## src/rtl/cpu16_bus_pkg.sv

```systemverilog
// Shared cpu16 memory-bus types: access owner tag and default bus widths.
package cpu16_bus_pkg;

  localparam int BUS_AW = 16;
  localparam int BUS_DW = 16;

  typedef enum logic [1:0] {
    OWN_NONE = 2'd0,
    OWN_INS  = 2'd1,
    OWN_DRD  = 2'd2,
    OWN_DWR  = 2'd3
  } owner_t;

  function automatic logic is_data_owner(input owner_t own);
    return (own == OWN_DRD) || (own == OWN_DWR);
  endfunction

endpackage

```

## src/rtl/sat_counter.sv

```systemverilog
// Saturating up-counter: increments on inc, sticks at all-ones, clears on reset.
module sat_counter #(
  parameter int CW = 16
) (
  input  logic          clk,
  input  logic          reset,
  input  logic          inc,
  output logic [CW-1:0] count
);

  logic [CW-1:0] count_reg;

  always_ff @(posedge clk) begin
    if (reset) begin
      count_reg <= '0;
    end else if (inc && !(&count_reg)) begin
      count_reg <= count_reg + 1'b1;
    end
  end

  assign count = count_reg;

endmodule

```

## src/rtl/mem_arb16.sv

```systemverilog
// Arbitrates cpu16 instruction and data ports onto one single-port synchronous RAM
// with a fixed one-cycle grant-to-rdy latency and per-client wait counters.
module mem_arb16
  import cpu16_bus_pkg::*;
#(
  parameter int AW = BUS_AW,
  parameter int DW = BUS_DW,
  parameter int CW = 16
) (
  input  logic          clk,
  input  logic          reset,
  input  logic [AW-1:0] ins_rd_addr,
  input  logic          ins_rd_req,
  output logic [DW-1:0] ins_rd_data,
  output logic          ins_rd_rdy,
  input  logic [AW-1:0] dat_rw_addr,
  input  logic [DW-1:0] dat_wr_data,
  input  logic          dat_rd_req,
  input  logic          dat_wr_req,
  output logic [DW-1:0] dat_rd_data,
  output logic          dat_rd_rdy,
  output logic          dat_wr_rdy,
  output logic [AW-1:0] ram_addr,
  output logic [DW-1:0] ram_wdata,
  output logic          ram_we,
  output logic          ram_re,
  input  logic [DW-1:0] ram_rdata,
  output logic [CW-1:0] ins_wait_cnt,
  output logic [CW-1:0] dat_wait_cnt
);

  owner_t        tag_reg, tag_next;
  logic [AW-1:0] addr_reg;
  logic [DW-1:0] wdata_reg;
  logic          dat_rdy, ins_elig, dat_elig;
  logic [1:0]    wait_inc;
  logic [CW-1:0] wait_cnt [2];

  // rdy is masked during reset so an access granted just before reset never completes.
  assign ins_rd_rdy = (tag_reg == OWN_INS) && !reset;
  assign dat_rd_rdy = (tag_reg == OWN_DRD) && !reset;
  assign dat_wr_rdy = (tag_reg == OWN_DWR) && !reset;
  assign dat_rdy    = dat_rd_rdy || dat_wr_rdy;

  assign ins_rd_data = ram_rdata;
  assign dat_rd_data = ram_rdata;

  // A client is ineligible in its own rdy cycle, which alternates grants under contention.
  assign ins_elig = ins_rd_req && !ins_rd_rdy;
  assign dat_elig = (dat_rd_req || dat_wr_req) && !dat_rdy;

  always_comb begin
    tag_next = OWN_NONE;
    if (!reset) begin
      if (dat_elig) begin
        tag_next = dat_wr_req ? OWN_DWR : OWN_DRD;
      end else if (ins_elig) begin
        tag_next = OWN_INS;
      end
    end
  end

  assign ram_re    = (tag_next == OWN_INS) || (tag_next == OWN_DRD);
  assign ram_we    = (tag_next == OWN_DWR);
  assign ram_addr  = (tag_next == OWN_INS)    ? ins_rd_addr :
                     is_data_owner(tag_next)  ? dat_rw_addr : addr_reg;
  assign ram_wdata = (tag_next == OWN_DWR) ? dat_wr_data : wdata_reg;

  always_ff @(posedge clk) begin
    if (reset) begin
      tag_reg   <= OWN_NONE;
      addr_reg  <= '0;
      wdata_reg <= '0;
    end else begin
      tag_reg <= tag_next;
      if (tag_next != OWN_NONE) begin
        addr_reg <= ram_addr;
      end
      if (tag_next == OWN_DWR) begin
        wdata_reg <= dat_wr_data;
      end
    end
  end

  assign wait_inc[0] = ins_rd_req && (tag_next != OWN_INS) && !ins_rd_rdy;
  assign wait_inc[1] = (dat_rd_req || dat_wr_req) && !is_data_owner(tag_next) && !dat_rdy;

  generate
    for (genvar gi = 0; gi < 2; gi++) begin : g_wait
      sat_counter #(.CW(CW)) u_wait_cnt (
        .clk   (clk),
        .reset (reset),
        .inc   (wait_inc[gi]),
        .count (wait_cnt[gi])
      );
    end
  endgenerate

  assign ins_wait_cnt = wait_cnt[0];
  assign dat_wait_cnt = wait_cnt[1];

  a_no_rw_collision: assert property (@(posedge clk) disable iff (reset)
                                      !(dat_wr_req && dat_rd_req));

endmodule

```

## config.mk

```make
export PLATFORM = sky130hd
export DESIGN_NAME = mem_arb16
export DESIGN_NICKNAME = d
export VERILOG_FILES = /design/src/rtl/cpu16_bus_pkg.sv /design/src/rtl/sat_counter.sv /design/src/rtl/mem_arb16.sv
export SDC_FILE = /design/constraint.sdc
export NUM_CORES = 1
export LEC_CHECK = 0
export ABC_CLOCK_PERIOD_IN_PS = 8400
export CAP_MARGIN = 20
export CELL_PAD_IN_SITES_DETAIL_PLACEMENT = 2
export CELL_PAD_IN_SITES_GLOBAL_PLACEMENT = 2
export CORE_UTILIZATION = 24
export CTS_BUF_LIST = sky130_fd_sc_hd__clkbuf_16
export CTS_CLUSTER_DIAMETER = 120
export CTS_CLUSTER_SIZE = 30
export DETAILED_ROUTE_END_ITERATION = 8
export PLACE_DENSITY = 0.95
export SLEW_MARGIN = 20
export SYNTH_ARGS = -nofsm -noshare
export SYNTH_HDL_FRONTEND = slang
export SYNTH_SLANG_ARGS = --single-unit
```

## constraint.sdc

```tcl
create_clock -name clk -period 8.4 [get_ports clk]
set_input_delay 2.52 -clock clk [delete_from_list [all_inputs] [get_ports clk]]
set_output_delay 2.52 -clock clk [all_outputs]
set_load 0.02 [all_outputs]
```

==> results.cfg <==
[status]
result_of_the_run = finished clean

[power_and_ir_drop]
p_per_area_mw_per_mm2 = 183
cellLeakagePower_nw = 1.82
ir_drop_uv = 90.7
fin_total_pwr_mw = 0.902

[placement]
place_hpwl_um = 8150
place.gp.congestion = 0.728
port_buffers = 121

[hold_path]
hold_path.class = register to register

[run]
max_cap_viol_count = 0

[floorplan]
ios = 170
die_h_um = 122
floorplan.die_area_mm2 = 0.0150
number_of_rows_created_at_floorplan = 43
dieWidth_um = 122
core_area_mm2 = 0.0140
starting_density_of_the_core = 0.249

[detailed_routing]
drt_iter0_markers = 76
detail_route.first_pass.iterations = 4
viasPerCell = 4.85
vias = 3308
detail_route.wl_per_cell_um = 16.5
ant_nets = 0
remaining_drc_errors = 0
drt-total-wl_um = 11300

[clock_network]
max-clock-path-buffers = 2
cts_hold_buf = 0
cts_buffers = 9
htree_num_levels = 3
clock_tree.root_cell = sky130_fd_sc_hd__clkbuf_16
worstSkewPairLatency_ps = 330
post_cts_resize_count = 0
tritoncts_clock_tree = done
reg_clk_slew_reported_paths_ps = 50
cts.sink_count = 66
cts_setup_buffers = 0

[worst_setup_path]
critPathTopFamily = buffers and inverters
setup.worst_path.end_class = output port
critical_path.slowest_cell = sky130_fd_sc_hd__clkdlybuf4s50_1
crit_path_cell_trace = clkdlybuf4s50_1 > nor2_1 > o21ai_0 > a21oi_1 > ha_1 > buf_4 > nor3_1 > nor2_1 > clkdlybuf4s50_1
timing.setup.critical_path_class = input port to output port
worstPathRequired_ps = 5880
slowest_delay_ps = 640
crit_fanout = 48
critical_path.n_buffers_inverters = 3
critPathLaunchType = input port
timing.critical_path.arrival_ps = 5150

[synth]
synth.yosys.seq_area_share = 0.380
post_synth_num_cell_types = 39
yosysWarnings = 0
postSynthNetCount = 492
synth_top_family_by_area = simple AND/OR/NAND/NOR gates
ys_ff_latch = 66
synth_compound_area_frac = 0.148
synth-simple-area-share = 0.291
post_syn_area_mm2 = 0.00348
yosys.area_share.xor_xnor = 0
syn_area_per_cell_um2 = 8.31
synth-adder-area-share = 0.0144
synth_mux_area_frac = 0.0582
synth_enable_flop_cells = 0
synth_async_sr_flop_share = 0
yosys_most_used_dff = sky130_fd_sc_hd__dfxtp_1
synth_cells = 419

[layout]
syn2layout_area_growth_pct = 41.7
nets = 570
final_cell_mix = 120 x sky130_fd_sc_hd__clkdlybuf4s50_1, 66 x sky130_fd_sc_hd__dfxtp_1, 36 x sky130_fd_sc_hd__nor2_1
most_common_cell_after_layout_fill_and_taps_aside = sky130_fd_sc_hd__clkdlybuf4s50_1
drive_gt1_frac = 0.0916
diodes = 0
fillerInstances = 1562
largest_register_ffs = 32
end_of_flow_core_utilization = 0.353

[timing]
rsz0062_at_grt = false
finalCritPeriodShare = 0.914
timing_worst_slew_pin_value_ps = 751
setup_viol_count_final = 0
post-route-min-period_ps = 7670
post_route_setup_tns_ps = 0
fmax_ghz = 0.130
layout_skew_ps = 7.38
worst_hold_slack_ps = 458
max_slew_margin = 0.499
final_hold_viol_count = 0
slew_violations = 0

[grt]
grt_overflow = 0
grt_first_pass_wirelength_um = 18300
grt_antenna_before_repair = 0
first_global_vias = 3665
gr-usage-all-layers = 0.156
grt_max_degree = 49
==> power breakdown <==
part	total (mW)	leakage [nW]	internal, mW	switching [mW]
sequential	0.330	0.535	0.324	0.00586
combinational	0.171	1.13	0.0842	0.0872
clock	0.400	0.153	0.259	0.141
==> layer usage <==
layer  wire length (µm)  share of wire  GRT usage  vias up
met4                192          0.017     0.0541        0
met3                558          0.049     0.0409       19
met5                  0              0          0        -
li1                   -              -          -     1587
met2               5860           0.52      0.285       82
met1               4670           0.41      0.173     1620
==> cell usage after synthesis, types with 2 or more instances <==
master / number / area, µm²
sky130_fd_sc_hd__ha_1: 4 / 50.1
sky130_fd_sc_hd__buf_4: 33 / 248
sky130_fd_sc_hd__and3_1: 17 / 106
sky130_fd_sc_hd__or3_1: 4 / 25.0
sky130_fd_sc_hd__o31ai_1: 23 / 173
sky130_fd_sc_hd__o21ai_0: 5 / 25.0
sky130_fd_sc_hd__or4_1: 8 / 60.1
sky130_fd_sc_hd__a21boi_1: 2 / 15.0
sky130_fd_sc_hd__a31oi_1: 2 / 12.5
sky130_fd_sc_hd__nor2_1: 37 / 139
sky130_fd_sc_hd__inv_1: 7 / 26.3
sky130_fd_sc_hd__nand3_1: 3 / 15.0
sky130_fd_sc_hd__nand2_1: 22 / 82.6
sky130_fd_sc_hd__nand4_1: 8 / 50.1
sky130_fd_sc_hd__and2_1: 16 / 100
sky130_fd_sc_hd__nor3_1: 23 / 115
sky130_fd_sc_hd__nor2b_1: 33 / 206
sky130_fd_sc_hd__buf_2: 2 / 10.0
sky130_fd_sc_hd__clkbuf_1: 25 / 93.8
sky130_fd_sc_hd__a21boi_0: 14 / 105
sky130_fd_sc_hd__mux2_2: 18 / 203
sky130_fd_sc_hd__and4_1: 2 / 17.5
sky130_fd_sc_hd__nor4_1: 3 / 18.8
sky130_fd_sc_hd__a21oi_1: 28 / 140
sky130_fd_sc_hd__dfxtp_1: 66 / 1320
==> cell families (layout without fill, tap and decap cells) <==
family,Yosys count,after routing
AOI/OAI and AO/OA,79,79
adders and majority gates,4,4
buffers and inverters,67,150
DFF,66,66
muxes,18,18
and+or+nand+nor,185,185
==> cell type report <==
type                       count  area [µm²]  share of cell area
inverter                       7        26.3             0.00533
sequential                    66        1320               0.268
timing repair buffer         127        1250               0.254
multi-input combinational    286        1790               0.363
clock buffer                   9         225              0.0457
clock inverter                 7        93.8              0.0190
tap                          180         225              0.0457
==> through the flow <==
stage	instance area [µm²]	cells	setup slack, ps
after floorplan	3480	419	1210
after global placement	4610	666	872
after detailed placement	4610	666	688
after CTS	4930	682	682
after global routing	4930	682	535
final	4930	682	725
==> worst register-to-register path, cell delays in order, from the launching register on <==
cell and delay (ps):
sky130_fd_sc_hd__dfxtp_1 390, sky130_fd_sc_hd__nor2_1 70, sky130_fd_sc_hd__o21ai_0 230, sky130_fd_sc_hd__a21oi_1 150
sky130_fd_sc_hd__ha_1 300, sky130_fd_sc_hd__nand4b_1 240, sky130_fd_sc_hd__or3_1 510, sky130_fd_sc_hd__or4_1 540
sky130_fd_sc_hd__a21oi_1 150
==> worst paths after layout <==
path,from,end,slack (ps),depth (start not counted)
max,dat_rd_req,ram_addr[12],730,9
min,addr_reg[0]$_SDFFE_PP0P_,addr_reg[0]$_SDFFE_PP0P_,460,2
max reg2reg,tag_reg[0]$_SDFF_PP0_,g_wait[0].u_wait_cnt.count[8]$_SDFFE_PP0P_,5750,8
min reg2reg,addr_reg[0]$_SDFFE_PP0P_,addr_reg[0]$_SDFFE_PP0P_,460,2
(Power assumes the default switching activity.)
